==> src/rtl/unidad_control_multiciclo.sv <==
// rtl/unidad_control_multiciclo.sv - multi-cycle RISC-V control FSM (FETCH/DECODE/EXEC/MEM/WB)
// with fetch/data-memory wait states, per-wait timeout, illegal-opcode trap and optional RV64 word ops.
module unidad_control_multiciclo #(
  parameter int ANCHO_INSTR = 32,
  parameter int TIMEOUT_MAX = 15,
  parameter bit MODO_RV64   = 1'b0
) (
  input  logic                   clk,
  input  logic                   rst,
  input  logic [ANCHO_INSTR-1:0] Instruccion,
  input  logic                   instr_valida,
  input  logic                   mem_listo,
  output logic                   IR_WR,
  output logic                   PC_WR,
  output logic                   salto,
  output logic [1:0]             S_Mux_B,
  output logic [1:0]             S_Mux_C,
  output logic                   REG_RD,
  output logic                   REG_WR,
  output logic                   MEM_RD,
  output logic                   MEM_WR,
  output logic                   trap,
  output logic [1:0]             causa,
  output logic [2:0]             estado
);

  localparam int CW = (TIMEOUT_MAX > 0) ? (($clog2(TIMEOUT_MAX + 1) > 0) ? $clog2(TIMEOUT_MAX + 1) : 1) : 1;
  localparam logic [CW-1:0] CNT_LIM = (TIMEOUT_MAX > 0) ? CW'(TIMEOUT_MAX - 1) : '0;
  localparam bit TO_EN = (TIMEOUT_MAX > 0);

  typedef enum logic [2:0] {
    FETCH  = 3'd0,
    DECODE = 3'd1,
    EXEC   = 3'd2,
    MEM    = 3'd3,
    WB     = 3'd4,
    TRAP   = 3'd7
  } estado_e;

  typedef enum logic [2:0] {
    CL_ILEGAL, CL_R, CL_I, CL_LUI, CL_LOAD, CL_STORE, CL_BRANCH
  } clase_e;

  estado_e       estado_q, estado_d;
  logic [6:0]    opcode_q, opcode_d;
  logic [CW-1:0] cnt_q, cnt_d;
  logic [1:0]    causa_q, causa_d;
  clase_e        clase;
  logic [1:0]    mux_b_clase;

  logic instr_unused;
  assign instr_unused = ^Instruccion[ANCHO_INSTR-1:7];

  always_comb begin
    clase = CL_ILEGAL;
    case (opcode_q)
      7'b0110011: clase = CL_R;
      7'b0010011: clase = CL_I;
      7'b0111011: clase = MODO_RV64 ? CL_R : CL_ILEGAL;
      7'b0011011: clase = MODO_RV64 ? CL_I : CL_ILEGAL;
      7'b0110111: clase = CL_LUI;
      7'b0000011: clase = CL_LOAD;
      7'b0100011: clase = CL_STORE;
      7'b1100011: clase = CL_BRANCH;
      default:    clase = CL_ILEGAL;
    endcase
  end

  always_comb begin
    mux_b_clase = 2'b00;
    case (clase)
      CL_I, CL_LOAD:     mux_b_clase = 2'b01;
      CL_STORE:          mux_b_clase = 2'b10;
      CL_LUI, CL_BRANCH: mux_b_clase = 2'b11;
      default:           mux_b_clase = 2'b00;
    endcase
  end

  always_comb begin
    estado_d = estado_q;
    opcode_d = opcode_q;
    cnt_d    = '0;
    causa_d  = causa_q;
    IR_WR    = 1'b0;
    PC_WR    = 1'b0;
    salto    = 1'b0;
    S_Mux_B  = 2'b00;
    S_Mux_C  = 2'b11;
    REG_RD   = 1'b0;
    REG_WR   = 1'b0;
    MEM_RD   = 1'b0;
    MEM_WR   = 1'b0;
    case (estado_q)
      FETCH: begin
        IR_WR = instr_valida & ~rst;
        if (instr_valida) begin
          opcode_d = Instruccion[6:0];
          estado_d = DECODE;
        end else if (TO_EN && cnt_q == CNT_LIM) begin
          estado_d = TRAP;
          causa_d  = 2'b10;
        end else begin
          cnt_d = cnt_q + CW'(1);
        end
      end
      DECODE: begin
        REG_RD = (clase != CL_ILEGAL) && (clase != CL_LUI);
        if (clase == CL_ILEGAL) begin
          estado_d = TRAP;
          causa_d  = 2'b01;
        end else begin
          estado_d = EXEC;
        end
      end
      EXEC: begin
        S_Mux_B = mux_b_clase;
        if (clase == CL_BRANCH) begin
          salto    = 1'b1;
          PC_WR    = 1'b1;
          estado_d = FETCH;
        end else if (clase == CL_LOAD || clase == CL_STORE) begin
          estado_d = MEM;
        end else begin
          estado_d = WB;
        end
      end
      MEM: begin
        S_Mux_B = mux_b_clase;
        MEM_RD  = (clase == CL_LOAD);
        MEM_WR  = (clase == CL_STORE);
        // A store retires on its ack cycle, so its single PC_WR pulse follows mem_listo.
        if (mem_listo) begin
          if (clase == CL_LOAD) begin
            estado_d = WB;
          end else begin
            PC_WR    = 1'b1;
            estado_d = FETCH;
          end
        end else if (TO_EN && cnt_q == CNT_LIM) begin
          estado_d = TRAP;
          causa_d  = 2'b11;
        end else begin
          cnt_d = cnt_q + CW'(1);
        end
      end
      WB: begin
        S_Mux_B  = mux_b_clase;
        REG_WR   = 1'b1;
        PC_WR    = 1'b1;
        case (clase)
          CL_LUI:  S_Mux_C = 2'b00;
          CL_LOAD: S_Mux_C = 2'b10;
          default: S_Mux_C = 2'b01;
        endcase
        estado_d = FETCH;
      end
      TRAP: begin
        estado_d = TRAP;
      end
      default: begin
        estado_d = FETCH;
      end
    endcase
  end

  always_ff @(posedge clk or posedge rst) begin
    if (rst) begin
      estado_q <= FETCH;
      opcode_q <= 7'd0;
      cnt_q    <= '0;
      causa_q  <= 2'b00;
    end else begin
      estado_q <= estado_d;
      opcode_q <= opcode_d;
      cnt_q    <= cnt_d;
      causa_q  <= causa_d;
    end
  end

  assign trap   = (estado_q == TRAP);
  assign causa  = causa_q;
  assign estado = estado_q;

endmodule

==> config.mk <==
export PLATFORM = sky130hd
export DESIGN_NAME = unidad_control_multiciclo
export DESIGN_NICKNAME = d
export VERILOG_FILES = /design/src/rtl/unidad_control_multiciclo.sv
export SDC_FILE = /design/constraint.sdc
export NUM_CORES = 1
export LEC_CHECK = 0
export ABC_CLOCK_PERIOD_IN_PS = 2300
export BUFFER_PORTS_ARGS = -buffer_cell sky130_fd_sc_hd__buf_4
export CAP_MARGIN = 20
export CORE_ASPECT_RATIO = 1.5
export CORE_MARGIN = 4
export CORE_UTILIZATION = 44
export DETAILED_ROUTE_END_ITERATION = 8
export PLACE_DENSITY = 0.77
export SLEW_MARGIN = 40
export SYNTH_ARGS = -nofsm -noshare
export SYNTH_HDL_FRONTEND = slang
export SYNTH_SLANG_ARGS = --single-unit
==> constraint.sdc <==
create_clock -name clk -period 2.3 [get_ports clk]
set_input_delay 0.46 -clock clk [delete_from_list [all_inputs] [get_ports clk]]
set_output_delay 0.46 -clock clk [all_outputs]
set_load 0.05 [all_outputs]
==> results.yml, run 1 <==
die:
  fp.dieW_um: 47.4
  io_pins: 53
  initial_core_util_pct: 45.9
  rows: 21
  die_y_um: 67.1
  core-area_um2: 2230
  dieArea_um2: 3180
logic_synthesis:
  synth-async-reset-ratio_pct: 100
  ys_seq_area_share_pct: 39.0
  ys_ff_latch: 16
  synth_cells: 118
  synth_top_cell_area_share_pct: 39.0
  yosysUniqueCellTypes: 44
  synth-edff-count: 0
  syn_nets: 156
  ys.flop_type: "dfrtp_1"
  synth_area_leader_cell: "dfrtp_1"
  syn_avg_cell_area_um2: 8.69
  syn_area_um2: 1030
  synth_area_leaders: "dfrtp_1, nor2_1, mux2_2, o21ai_0, inv_1"
  synth_warnings: 0
global_route:
  grt_pass1_wl_um: 4220
  grtUsageMet2_pct: 30.5
  grt_usage_pct: 18.0
  grt_max_degree: 17
  grt_use_met3_pct: 1.87
  use_met1_pct: 22.3
  first_global_vias: 982
  top_usage_layer: "met2"
  grt_remaining_overflow: 0
  antenna_found_initial: 0
routing:
  dr.pass1.iters: 4
  post_drt_wl_per_cell_um: 13.9
  drt-initial-drc-count: 13
  ant_nets: 0
  num_vias: 1038
  avgViaCountPerCell: 5.70
  drc: 0
  wl_um: 2530
placement:
  gp_congestion: 0.837
  place_area_um2: 1350
  dp_hpwl_um: 1890
  io_buffers: 27
critical_path:
  endpoint_kind: "primary output"
  path_class: "flop to primary output"
  crit_required_ns: 1.84
  worstPathMaxFanout: 5
  cp.arrival_ns: 1.81
  startpoint_type: "flop"
cts:
  cts_buffers: 3
  cts_tree: "yes"
  clk_latency_ns: 0.28
  path_clk_slew_ns: 0.09
  root_buffer: "clkbuf_4"
  cts_max_level: 1
  clock-sinks: 16
  cts_buffer_depth: 2
final_layout:
  area.growth.synth_to_final_pct: 45.2
  antenna_cells: 0
  drive_gt1_share_pct: 47.8
  final_area_um2: 1490
  final_util_pct: 66.7
  nets: 198
sta:
  rsz0062_at_grt: "true"
  hold_viol: 0
  slew_headroom_pct: 71.8
  skew_ns: 0.00365
  fin_crit_ns: 2.27
  maxSlewViolCount: 0
  finalSetupViolations: 0
  tightest_slew_ns: 0.418
  holdWs_ns: 0.190
  timing.fmax_ghz: 0.441
  layout_worst_path_cycle_share_pct: 98.6
power:
  total_power_w: 0.00206
  max-vdd-ir-drop_v: 0.000795
  p_per_area_nw_per_um2: 1380
  p_leak_nw: 0.662
flow_run:
  cap_violations: 0
hold_path:
  hold_path_class: "input pin to async pin"
run_status:
  run_status: "completed"
## where the power goes
group	internal [W]	switching, W
Sequential	0.000404	0.000149
Clock	0.0000963	0.0000865
Combinational	0.000548	0.000772
## synth_stat cells, types with 2 or more instances
library cell	instances
a21oi_1	3
a31oi_1	2
and3_1	2
buf_2	3
clkbuf_1	3
dfrtp_1	16
ha_1	2
inv_1	7
mux2_2	5
nand2_1	7
nand3_1	3
nor2_1	16
nor2b_1	2
nor3_1	3
nor3b_1	3
nor4_1	3
o21ai_0	10
o22ai_1	2
## final cells by class
| type | instances | area (um2) |
|---|---|---|
| Clock buffer | 4 | 36.3 |
| Fill cell | 188 | 743 |
| Inverter | 7 | 30.0 |
| Multi-Input combinational cell | 88 | 653 |
| Sequential cell | 16 | 404 |
| Tap cell | 23 | 28.8 |
| Timing Repair Buffer | 44 | 338 |
## routing by layer
| layer | share of wire [%] | vias up |
|---|---|---|
| met2 | 54 | 23 |
| met4 | 1.8 | 0 |
| met1 | 40 | 501 |
| met3 | 4.2 | 6 |
| met5 | 0 | - |
| li1 | - | 508 |
## cells in the final DEF, fill, tap and decap left out, types with 2 or more instances in the layout
cell and n:
buf_4 42, nor2_1 14, dfrtp_1 13, o21ai_0 8
nand2_1 6, inv_1 6, mux2_2 5, a21oi_1 3
clkbuf_4 3, dfrtp_2 3, o22ai_1 2, nor2_2 2
and3_1 2, nor4_4 2, nor3_1 2, a31oi_1 2
nand3_1 2, nor2b_1 2, o21ai_2 2, ha_1 2
buf_6 2
## metrics by stage
step	setup TNS, ns	std cells	setup slack [ns]
final	0	182	0.0316
after global routing	-0.0502	182	-0.0317
after CTS	0	175	0.00805
after detailed placement	0	168	0.217
after global placement	0	168	0.243
after floorplan	0	118	0.00937
## cell families (layout without fill, tap and decap cells)
| logic type | count (synthesis) | count (layout) | share of synthesized area [%] |
|---|---|---|---|
| simple gates | 49 | 49 | 25.5 |
| compound gates | 29 | 29 | 18.7 |
| flops | 16 | 16 | 39.0 |
| buf+inv | 14 | 55 | 6.22 |
| mux | 6 | 6 | 6.46 |
| fa+ha+maj | 2 | 2 | 2.44 |
| xor+xnor | 2 | 2 | 1.71 |
## worst max-delay path, stage by stage (launching register included)
cell     delay (ns)
dfrtp_1        0.39
or2_4          0.27
or3_4          0.42
a41oi_2        0.23
o21ai_2        0.07
buf_6          0.15
## what timing repair did
item | in CTS | in global routing
setup endpoints to repair | 1 | 5
setup buffers | 3 | 7
pin swaps | 2 | 4
hold buffers | 0 | 0
cloned | 0 | 0
gates resized for setup | 2 | 5
## state kept, by name (all words and copies together), names as in the netlist
signal and count:
opcode_q 7, cnt_q 4, estado 3, causa 2
## final timing paths
check / slack [ns] / endpoint / cells past startpoint / start
max in group asynchronous: 1.92 / estado[2]$_DFF_PP0_ / 3 / rst
min in group clk: 0.37 / opcode_q[2]$_DFFE_PP0P_ / 3 / Instruccion[2]
worst max-delay path: 0.03 / PC_WR / 5 / opcode_q[2]$_DFFE_PP0P_
worst min-delay path: 0.19 / causa[1]$_DFFE_PP0P_ / 3 / rst
worst max register to register: 0.64 / opcode_q[6]$_DFFE_PP0P_ / 5 / estado[1]$_DFF_PP0_
worst min register to register: 0.50 / cnt_q[0]$_DFF_PP0_ / 1 / cnt_q[0]$_DFF_PP0_
(Power assumes the default switching activity.)
==> run 2: changes to the inputs <==
--- a/config.mk
+++ b/config.mk
@@ -5,6 +5,7 @@
 export SDC_FILE = /design/constraint.sdc
 export NUM_CORES = 1
 export LEC_CHECK = 0
+export ABC_AREA = 1
 export ABC_CLOCK_PERIOD_IN_PS = 2300
 export BUFFER_PORTS_ARGS = -buffer_cell sky130_fd_sc_hd__buf_4
 export CAP_MARGIN = 20
==> run 2 against run 1 <==
- first-iteration DRC count increased by 15%
- largest power group is now sequential cells
- worst setup slack improved by 0.098 ns
- core utilization decreased by 8.1 points
- critical path type unchanged
- clock skew decreased by 0.0017 ns
- worst hold slack improved by 0.055 ns
- critical endpoint is now MEM_WR
- via count increased by 3.9%
- final cell count increased by 12%
==> results.yml, run 2 <==
logic_synthesis:
  synth_most_common_cell: "nand2_1"
  synth_top_cell_area_share_pct: 39.4
  syn_nets: 188
  synth_cells: 150
  ys_seq_area_share_pct: 39.4
  synth-edff-count: 0
  synthTopCellsByCount: "nand2_1, nor2_1, dfrtp_1"
  ys_ff_latch: 16
  yosysUniqueCellTypes: 21
  syn_avg_cell_area_um2: 6.78
  syn_area_um2: 1020
  synth-async-reset-ratio_pct: 100
  synth_warnings: 0
  ys.flop_type: "dfrtp_1"
  synth_area_leader_cell: "dfrtp_1"
  synth_area_leaders: "dfrtp_1, nand2_1, nor2_1, nand3_1, o21ai_1"
global_route:
  antenna_found_initial: 0
  grt_usage_pct: 17.2
  grt_remaining_overflow: 0
  grt_max_degree: 17
  first_global_vias: 1045
  grt_pass1_wl_um: 4120
cts:
  ctsHoldBuffers: 0
  root_buffer: "clkbuf_4"
  clk_latency_ns: 0.30
  cts_max_level: 1
  cts_tree: "yes"
  cts_buffers: 3
  path_clk_slew_ns: 0.10
  cts_buffer_depth: 2
  clock-sinks: 16
sta:
  hold_viol: 0
  finalSetupViolations: 0
  timing.fmax_ghz: 0.461
  fin_setup_tns_ns: 0
  slew_headroom_pct: 58.1
  skew_ns: 0.00198
  tightest_slew_ns: 0.627
  holdWs_ns: 0.246
  layout_worst_path_cycle_share_pct: 94.4
  fin_crit_ns: 2.17
  maxSlewViolCount: 0
critical_path:
  worstRegToRegCells: 9
  path_class: "flop to primary output"
  crit_required_ns: 1.84
  reg2reg_from: "cnt_q[0]$_DFF_PP0_"
  cp.arrival_ns: 1.71
  timing.critical_path.from: "opcode_q[3]$_DFFE_PP0P_"
  endpoint_kind: "primary output"
  worstPathMaxFanout: 9
  startpoint_type: "flop"
placement:
  dp_hpwl_um: 1930
  io_buffers: 27
  gp_congestion: 0.882
  place_inst: 199
power:
  max-vdd-ir-drop_v: 0.000345
  p_leak_nw: 0.658
  p_per_area_nw_per_um2: 379
final_layout:
  drive_gt1_share_pct: 29.4
  nets: 219
  area.growth.synth_to_final_pct: 28.7
  final_util_pct: 58.6
  mostFrequentLayoutCell: "nand2_1"
  final_cell_mix: "nand2_1, buf_4, nor2_1"
  largest-register: "opcode_q"
  largest_reg_flops: 7
  stdcell_count: 203
  antenna_cells: 0
die:
  dieArea_um2: 3160
  rows: 21
  fp.dieW_um: 47.3
  die_y_um: 66.9
  io_pins: 53
  initial_core_util_pct: 45.5
  core-area_um2: 2230
flow_run:
  cap_violations: 0
routing:
  post_drt_wl_per_cell_um: 12.0
  num_vias: 1078
  drc: 0
  ant_nets: 0
  dr.pass1.iters: 4
  drt-initial-drc-count: 15
  avgViaCountPerCell: 5.31
  wl_um: 2430
hold_path:
  hold_path_class: "input pin to async pin"
run_status:
  run_status: "completed"
-- run 2: worst max-delay path, cell delays in order, from the launching register on --
cell,delay [ns]
dfrtp_1,0.41
inv_2,0.07
nand2_1,0.05
nor2_1,0.13
nand2_2,0.15
o21ai_1,0.17
nand4_1,0.11
nor2_1,0.11
buf_4,0.21
-- run 2: final timing paths --
| path | endpoint | slack (ns) |
|---|---|---|
| worst max-delay path | MEM_WR | 0.13 |
| worst min-delay path | estado[0]$_DFF_PP0_ | 0.25 |
| worst max register to register | causa[1]$_DFFE_PP0P_ | 0.81 |
| worst min register to register | causa[1]$_DFFE_PP0P_ | 0.48 |
| max in group asynchronous | opcode_q[3]$_DFFE_PP0P_ | 1.65 |
| min in group clk | opcode_q[1]$_DFFE_PP0P_ | 0.35 |
-- run 2: per-stage QoR --
| stage | setup WS, ns | total power (W) | area [um2] |
|---|---|---|---|
| 2_1_floorplan | -0.0856 | 0.000292 | 1040 |
| 3_3_place_gp | 0.492 | 0.000308 | 1270 |
| 3_5_place_dp | 0.433 | 0.000309 | 1270 |
| 4_1_cts | 0.0990 | 0.000501 | 1300 |
| 5_1_grt | -0.00177 | 0.000515 | 1310 |
| 6_report | 0.130 | 0.000496 | 1310 |
-- run 2: logic make-up after synthesis --
kind of cell	share of synthesized area [%]
buffers and inverters	7.50
adder cells (fa/ha/maj)	2.46
flip-flops	39.4
AO/OA/AOI/OAI	8.36
AND/OR/NAND/NOR	40.6
XOR/XNOR	1.72
-- run 2: repair_timing --
action                                  in CTS  in global routing
endpoints found under the setup margin       0                  1
gates resized for setup                      0                  2
buffers inserted                             0                  0
endpoints found under the hold margin        0                  0
-- run 2: power breakdown --
part	internal [W]	leakage (nW)	total, W	switching, W
clock	0.0000966	0.0210	0.000193	0.0000962
sequential	0.000281	0.182	0.000281	0
combinational	0.0000113	0.456	0.0000217	0.0000104
-- run 2: layout make-up --
class                           instances  area [um2]
Fill cell                             233         925
Multi-Input combinational cell        114         569
Sequential cell                        16         400
Timing Repair Buffer                   27         203
Inverter                               19        71.3
Clock buffer                            4        36.3
Tap cell                               23        28.8
-- run 2: layer usage --
layer / share of wire [%] / global-route usage (%) / up-vias / routed length, um
li1: - / - / 544 / -
met1: 37 / 17.7 / 503 / 891
met2: 57 / 31.7 / 24 / 1390
met3: 4.1 / 2.70 / 7 / 99
met4: 2.1 / 7.61 / 0 / 51
met5: 0 / 0 / - / 0
